### config.mk
export PLATFORM = sky130hd
export DESIGN_NAME = led_pattern_sched
export DESIGN_NICKNAME = d
export VERILOG_FILES = /design/src/rtl/led_pattern_sched.sv
export SDC_FILE = /design/constraint.sdc
export NUM_CORES = 1
export LEC_CHECK = 0
export ABC_AREA = 1
export CELL_PAD_IN_SITES_DETAIL_PLACEMENT = 0
export CELL_PAD_IN_SITES_GLOBAL_PLACEMENT = 1
export CORE_MARGIN = 2
export CORE_UTILIZATION = 31
export CTS_BUF_LIST = sky130_fd_sc_hd__clkbuf_8
export DETAILED_ROUTE_END_ITERATION = 7
export HOLD_SLACK_MARGIN = 0.06
export PLACE_DENSITY_LB_ADDON = 0.1
export SYNTH_ARGS = -nofsm -noshare
export SYNTH_HDL_FRONTEND = slang
export SYNTH_SLANG_ARGS = --single-unit
export TNS_END_PERCENT = 100
### constraint.sdc
create_clock -name SYSCLK -period 1.8 [get_ports SYSCLK]
set_clock_uncertainty 0.15 [all_clocks]
set_input_delay 0.27 -clock SYSCLK [delete_from_list [all_inputs] [get_ports SYSCLK]]
set_output_delay 0.27 -clock SYSCLK [all_outputs]
set_load 0.02 [all_outputs]
### src/rtl/led_pattern_sched.sv
// led_pattern_sched: per-bay LED scheduler. Six drive-status requests share one LED by
// fixed priority, with a minimum hold time per pattern and auto-expiry of locate.
module led_pattern_sched #(
    parameter int HOLD_SEC       = 3,
    parameter int LOCATE_TMO_SEC = 60
) (
    input  logic       SYSCLK,
    input  logic       RESET_N,
    input  logic       CLK_1HZ,
    input  logic       CLK_2HZ,
    input  logic       CLK_4HZ,
    input  logic       CLK_4HZ_500MS,
    input  logic       CLK_4HZ_3500MS,
    input  logic       CLK_07S,
    input  logic       FAULT_REQ,
    input  logic       LOCATE_REQ,
    input  logic       REBUILD_REQ,
    input  logic       PFA_REQ,
    input  logic       ACT_REQ,
    input  logic       PRESENT,
    output logic       LED_OUT,
    output logic [2:0] ACTIVE_SRC,
    output logic       LOC_DONE
);
    // LED drive levels, matching `ON / `OFF of status_define
    localparam logic LED_ON  = 1'b1;
    localparam logic LED_OFF = 1'b0;

    localparam logic [2:0] SRC_NONE    = 3'd0;
    localparam logic [2:0] SRC_PRESENT = 3'd1;
    localparam logic [2:0] SRC_ACT     = 3'd2;
    localparam logic [2:0] SRC_PFA     = 3'd3;
    localparam logic [2:0] SRC_REBUILD = 3'd4;
    localparam logic [2:0] SRC_LOCATE  = 3'd5;
    localparam logic [2:0] SRC_FAULT   = 3'd6;

    typedef enum logic {IDLE, SHOW} state_t;

    state_t     state, state_next;
    logic [2:0] src_next;
    logic [2:0] pending;
    logic       cur_req;
    logic       reload;
    logic [3:0] hold_cnt;
    logic       clk_1hz_q;
    logic       sec_tick;
    logic [7:0] loc_cnt;
    logic       loc_exp;
    logic       loc_eff;
    logic       unused;

    // This wave is distributed to every instance but no pattern here uses it
    assign unused  = CLK_4HZ_500MS;
    assign loc_eff = LOCATE_REQ & ~loc_exp;

    always_comb begin
        pending = SRC_NONE;
        if (FAULT_REQ)        pending = SRC_FAULT;
        else if (loc_eff)     pending = SRC_LOCATE;
        else if (REBUILD_REQ) pending = SRC_REBUILD;
        else if (PFA_REQ)     pending = SRC_PFA;
        else if (ACT_REQ)     pending = SRC_ACT;
        else if (PRESENT)     pending = SRC_PRESENT;
    end

    always_comb begin
        cur_req = 1'b0;
        case (ACTIVE_SRC)
            SRC_PRESENT: cur_req = PRESENT;
            SRC_ACT:     cur_req = ACT_REQ;
            SRC_PFA:     cur_req = PFA_REQ;
            SRC_REBUILD: cur_req = REBUILD_REQ;
            SRC_LOCATE:  cur_req = loc_eff;
            SRC_FAULT:   cur_req = FAULT_REQ;
            default:     cur_req = 1'b0;
        endcase
    end

    // Source numbers double as priority, so preemption is a plain magnitude compare
    always_comb begin
        state_next = state;
        src_next   = ACTIVE_SRC;
        reload     = 1'b0;
        case (state)
            IDLE: begin
                if (pending != SRC_NONE) begin
                    state_next = SHOW;
                    src_next   = pending;
                    reload     = 1'b1;
                end
            end
            SHOW: begin
                if (pending > ACTIVE_SRC) begin
                    src_next = pending;
                    reload   = 1'b1;
                end else if (!cur_req && hold_cnt == 4'd0) begin
                    if (pending != SRC_NONE) begin
                        src_next = pending;
                        reload   = 1'b1;
                    end else begin
                        state_next = IDLE;
                        src_next   = SRC_NONE;
                    end
                end
            end
            default: begin
                state_next = IDLE;
                src_next   = SRC_NONE;
            end
        endcase
    end

    always_ff @(posedge SYSCLK or negedge RESET_N) begin
        if (!RESET_N) begin
            state      <= IDLE;
            ACTIVE_SRC <= SRC_NONE;
            hold_cnt   <= 4'd0;
        end else begin
            state      <= state_next;
            ACTIVE_SRC <= src_next;
            if (reload)
                hold_cnt <= 4'(HOLD_SEC);
            else if (sec_tick && hold_cnt != 4'd0)
                hold_cnt <= hold_cnt - 4'd1;
        end
    end

    always_ff @(posedge SYSCLK or negedge RESET_N) begin
        if (!RESET_N) begin
            clk_1hz_q <= 1'b0;
            sec_tick  <= 1'b0;
        end else begin
            clk_1hz_q <= CLK_1HZ;
            sec_tick  <= CLK_1HZ ^ clk_1hz_q;
        end
    end

    // Expiry latches until locate is dropped, so a fresh locate needs a re-assert
    always_ff @(posedge SYSCLK or negedge RESET_N) begin
        if (!RESET_N) begin
            loc_cnt  <= 8'd0;
            loc_exp  <= 1'b0;
            LOC_DONE <= 1'b0;
        end else begin
            LOC_DONE <= 1'b0;
            if (!LOCATE_REQ) begin
                loc_cnt <= 8'd0;
                loc_exp <= 1'b0;
            end else if (sec_tick && !loc_exp) begin
                loc_cnt <= loc_cnt + 8'd1;
                if (loc_cnt + 8'd1 == 8'(LOCATE_TMO_SEC)) begin
                    loc_exp  <= 1'b1;
                    LOC_DONE <= 1'b1;
                end
            end
        end
    end

    always_ff @(posedge SYSCLK or negedge RESET_N) begin
        if (!RESET_N) begin
            LED_OUT <= LED_OFF;
        end else begin
            case (ACTIVE_SRC)
                SRC_FAULT:   LED_OUT <= CLK_2HZ        ? LED_ON : LED_OFF;
                SRC_LOCATE:  LED_OUT <= CLK_4HZ        ? LED_ON : LED_OFF;
                SRC_REBUILD: LED_OUT <= CLK_1HZ        ? LED_ON : LED_OFF;
                SRC_PFA:     LED_OUT <= CLK_4HZ_3500MS ? LED_ON : LED_OFF;
                SRC_ACT:     LED_OUT <= CLK_07S        ? LED_ON : LED_OFF;
                SRC_PRESENT: LED_OUT <= LED_ON;
                default:     LED_OUT <= LED_OFF;
            endcase
        end
    end

endmodule

== Yosys cells after proc, flatten, opt, wreduce, memory -nomap -nowiden ==
Cells that the tools add are included.
Word-level totals
  output and inout port bits: 5
  register bits after elaboration: 21
  input bits: 14
Operators by class
  muxes and demuxes: 35
  bitwise operators: 4
  reductions and logical operators: 11
  add/sub/neg operators: 2
  eq/ne operators: 11
  magnitude comparators: 1
Operators with widths (count)
  $mux 3: 7
  $mux 1: 17
  $mux 8: 2
  $pmux 1 s6: 2
  $eq 3x3->1 const B: 3
  $add 8x1->8 const B: 1
  $eq 8x6->1 const B: 1
  $mux 4: 2
  $eq 3x2->1 const B: 2
  $pmux 3 s2: 1
  $logic_not 4->1: 1
  $mux 2: 2
  $ne 2x1->1 const B: 2
  $pmux 1 s2: 2
  $reduce_and 2->1: 2
  $reduce_bool 4->1: 1
  $sub 4x1->4 const B: 1
  $eq 3x1->1 const B: 1
  $gt 3x3->1: 1
  $logic_and 1x1->1: 3
  $ne 3x1->1 const B: 1
  $reduce_bool 3->1: 1
  $logic_not 1->1: 2
  $ne 2x2->1 const B: 1
  other kinds (4): 5

== Logic depth before layout (Yosys ltp) ==
  depth in word-level cells: 12
  mapped depth: 13
  gate-level depth less buffers: 13

== Worst setup path before layout ==
No wires, ideal clock.
  kind: register to register
  start: reg loc_exp
  end: reg hold_cnt[0]
  period minus slack after synthesis: 1898 ps
  arrival time: 1621 ps
  cell stages (with the launch flop): 13
  buffers on the path: 0
  setup slack: -98 ps
  library setup time: 126 ps
  cell sequence: dfrtp_1 inv_1 nand2_2 nand2_2 nor2_2 inv_1 ha_1 a21oi_1 o21ai_1 a21oi_1 nand2_4 nand2_2 nand3_1
On the way
  longest elaborated chain between the ends: 10
Ends and longest elaborated chain
  start, declared: line 48  | logic loc_exp;
  start signal, assigned: line 142  | loc_exp <= 1'b0;
  start signal, assigned: line 148  | loc_exp <= 1'b0;
  start signal, assigned: line 152  | loc_exp <= 1'b1;
  $not 1->1 (*): line 54  | assign loc_eff = LOCATE_REQ & ~loc_exp;
  $and 1x1->1 (*): line 54
  $mux 3: line 59  | else if (loc_eff) pending = SRC_LOCATE;
  $mux 3: line 58  | if (FAULT_REQ) pending = SRC_FAULT;
  $reduce_bool 3->1: line 86, 97
  $mux 1: line 86, 97
  $mux 1: line 96  | end else if (!cur_req && hold_cnt == 4'd0) begin
  $mux 1: line 93  | if (pending > ACTIVE_SRC) begin
  $pmux 1 s2 (*): line 84  | case (state)
  $mux 4 / $reduce_bool 2->1 (equally long branches)
  end signal, assigned: line 122  | hold_cnt <= 4'(HOLD_SEC);
  end signal, assigned: line 124  | hold_cnt <= hold_cnt - 4'd1;
  end, declared: line 44  | logic [3:0] hold_cnt;
Every way passes the cells marked *; elsewhere a longest branch is shown, timed or not.
A chain may end at the register's enable or synchronous reset.

== Worst setup path in the final report ==
Ends and elaborated chain as after synthesis.

==> run summary <==
status = finished with violations
violated checks = setup timing
RSZ-0062 raised after global routing = true
top cells by area, synth = dfrtp_1 (39%), nand2_1 (7.0%), nand4_1 (6.6%)
Required @ worst endpoint = 1.79 ns
switching share of power = 42.2%
# DRC = 0
Clk Latency, worst-skew pair = 0.26 ns
Slew @ Worst Pin = 0.580 ns
Hold Fails Final Rpt = 0
DRT Wirelength = 3.27 mm
Gate Count Post-Synth = 157
H-tree Lvls = 1
Async S/R FF share, synth = 100%
share of layout cells above drive strength 1 = 36.6%
Combinational Power Share = 56.1%
footprint of the multi-input gates = 810 um2
most frequent cell after synthesis = nand2_1
Via Count = 1,217
clock-pin slew on the worst setup and hold paths = 0.08 ns
First DRT Iteration DRCs = 81
wire per inst = 13.0 um
Worst Setup End Kind = flop
Setup CP Type = flop to flop
cell taking the most area after synthesis = dfrtp_1
post-layout power = 0.00221 W
Worst setup SP type = flop
dominant synthesized flop cell = dfrtp_1
# fillers = 392
Final Wtd Congestion = 0.794
Max Buffers Root-to-Sink = 2
vias in the first global route = 1,225
DP HPWL = 2.32 mm
TritonCTS Buffers = 3
die height = 69.7 um
Post-synth top cells = nand2_1 (25), dfrtp_1 (21), inv_1 (20)
clock sinks = 21
CP max FO = 7
largest net degree at the start of global routing = 22
NetSw = 0.000931 W
Yosys Warn Count = 0
cell area power density = 1160 mW/mm2
register area share after synthesis = 39.3%
dpl ws = -0.539 ns
DRT antenna net count = 0
1st-pass router iterations = 4
flops & latches, synth = 21
sequential share of power = 30.1%
syn_area_per_cell = 8.51 um2
Static Leak = 0.891 nW
slew margin rel. = 61.1%
total grt overflow = 0
CTS tree = built
Yosys top cell area share = 39.3%
Post-Syn Area = 0.00134 mm2
Post-synth EDFFs = 0
fin crit period = 1.91 ns
synth unique cells = 29
Pint = 0.00128 W
diode count = 0
Syn Nets = 177
setup ws final = -0.109 ns
Setup violations, final = 8
gr usage total = 14.5%
hold_buf cts = 0
Clk network pwr share = 13.8%
vias per inst = 4.83
# Max-Cap Violations = 0
first-pass GRT wire length = 5.73 mm
die area = 0.00485 mm2
area of the core = 0.00409 mm2
final net count = 223
Area Overhead vs Synth = 42.9%
worst path arrival time = 1.90 ns
final cycle utilization of the critical path = 106%
CTS root buffer = clkbuf_8
chip width = 69.7 um
initial antenna violation count = 0
Peak supply drop = 0.434 mV
FMAX = 524 MHz
I/O pin total = 19
max-slew violations = 0
cell row count = 23
Starting Density = 32.7%
Sequential Area = 528 um2
HP Class = primary input to asynchronous set/reset pin
I/O Buffers = 17
==> worst paths after layout <==
| kind | cells past startpoint | end | start | slack (ns) |
|---|---|---|---|---|
| hold / removal | 2 | loc_cnt[2] | RESET_N | 0.20 |
| max in group asynchronous | 2 | ACTIVE_SRC[2] | RESET_N | 1.05 |
| min in group SYSCLK | 1 | sec_tick | clk_1hz_q | 0.28 |
| setup / recovery | 12 | hold_cnt[0] | loc_exp | -0.11 |
| setup reg to reg | 12 | hold_cnt[0] | loc_exp | -0.11 |
| hold reg to reg | 1 | sec_tick | clk_1hz_q | 0.28 |
==> cells by family after synthesis <==
family	share of synthesized area, %
buffers and inverters	10.2
adders and majority gates	5.62
and+or+nand+nor	29.2
xor gates and xnor gates	3.93
AOI/OAI and AO/OA	11.0
muxes	0.749
DFF	39.3
==> critical path, cell delays in order (launching register included) <==
cell	delay [ns]
dfrtp_1	0.39
inv_2	0.07
nand2_4	0.07
nand2_4	0.10
nor2_4	0.04
inv_2	0.07
ha_4	0.21
a21oi_4	0.15
o21ai_4	0.09
a21oi_4	0.18
nand2_4	0.12
nand2_2	0.09
nand3_1	0.06
==> repair_timing <==
action                                  4_1_cts  5_1_grt
gates resized for setup                      30        3
endpoints found under the setup margin       11        8
buffers inserted                             10        0
pin swaps                                    13        4
==> routing by layer <==
layer	GRT usage, %	vias up	wire (um)
li1	-	616	-
met1	19.0	573	1490
met2	24.0	24	1650
met3	2.18	4	77
met4	5.77	0	52
met5	0	-	0
==> cells in the final DEF (no fill, tap or decap), types with 3 or more instances in the layout <==
cell type / count
nand3_2: 4
ha_4: 3
buf_4: 27
xor2_1: 6
nand2_2: 4
o22ai_1: 4
clkdlybuf4s50_1: 8
clkbuf_8: 3
nand2_4: 5
dlygate4sd2_1: 9
inv_1: 18
nor2_2: 6
nand4_1: 14
o21ai_0: 5
o21ai_1: 3
dfrtp_1: 19
inv_2: 7
ha_1: 3
nand2_1: 23
nand3_1: 8
==> layout make-up <==
| class | count | area share, % |
|---|---|---|
| clock buffers | 3 | 2.16 |
| repair buffers | 44 | 18.9 |
| well taps | 50 | 3.28 |
| inverters | 26 | 5.37 |
| clock inverters | 1 | 0.197 |
| flip-flops and latches | 21 | 27.7 |
| multi-input cells | 107 | 42.4 |
==> power by group through the flow <==
stage          sequential, W  clock, W  combinational [W]
6_report            0.000665  0.000304            0.00124
5_1_grt             0.000681  0.000339            0.00136
4_1_cts             0.000664  0.000322            0.00116
3_5_place_dp        0.000662         0            0.00101
3_3_place_gp        0.000664         0           0.000990
2_1_floorplan       0.000666         0           0.000694
==> through the flow <==
step / hold slack [ns] / cell area, um2 / util [%] / std cells / TNS [ns]
3_3_place_gp: 0.277 / 1690 / 41.3 / 238 / -3.83
2_1_floorplan: -0.176 / 1360 / - / 157 / -0.00217
4_1_cts: 0.208 / 1890 / 46.2 / 252 / -0.407
3_5_place_dp: 0.271 / 1690 / 41.3 / 238 / -4.13
5_1_grt: 0.217 / 1910 / 46.7 / 252 / -1.57
6_report: 0.200 / 1910 / 46.7 / 252 / -0.666
==> state kept, by name (all words and copies together), names as in the netlist <==
| register | flops |
|---|---|
| ACTIVE_SRC | 3 |
| LED_OUT | 1 |
| LOC_DONE | 1 |
| clk_1hz_q | 1 |
| hold_cnt | 4 |
| loc_cnt | 8 |
| loc_exp | 1 |
| sec_tick | 1 |
| state | 1 |
Note: power is estimated with default switching activity, not from simulation.
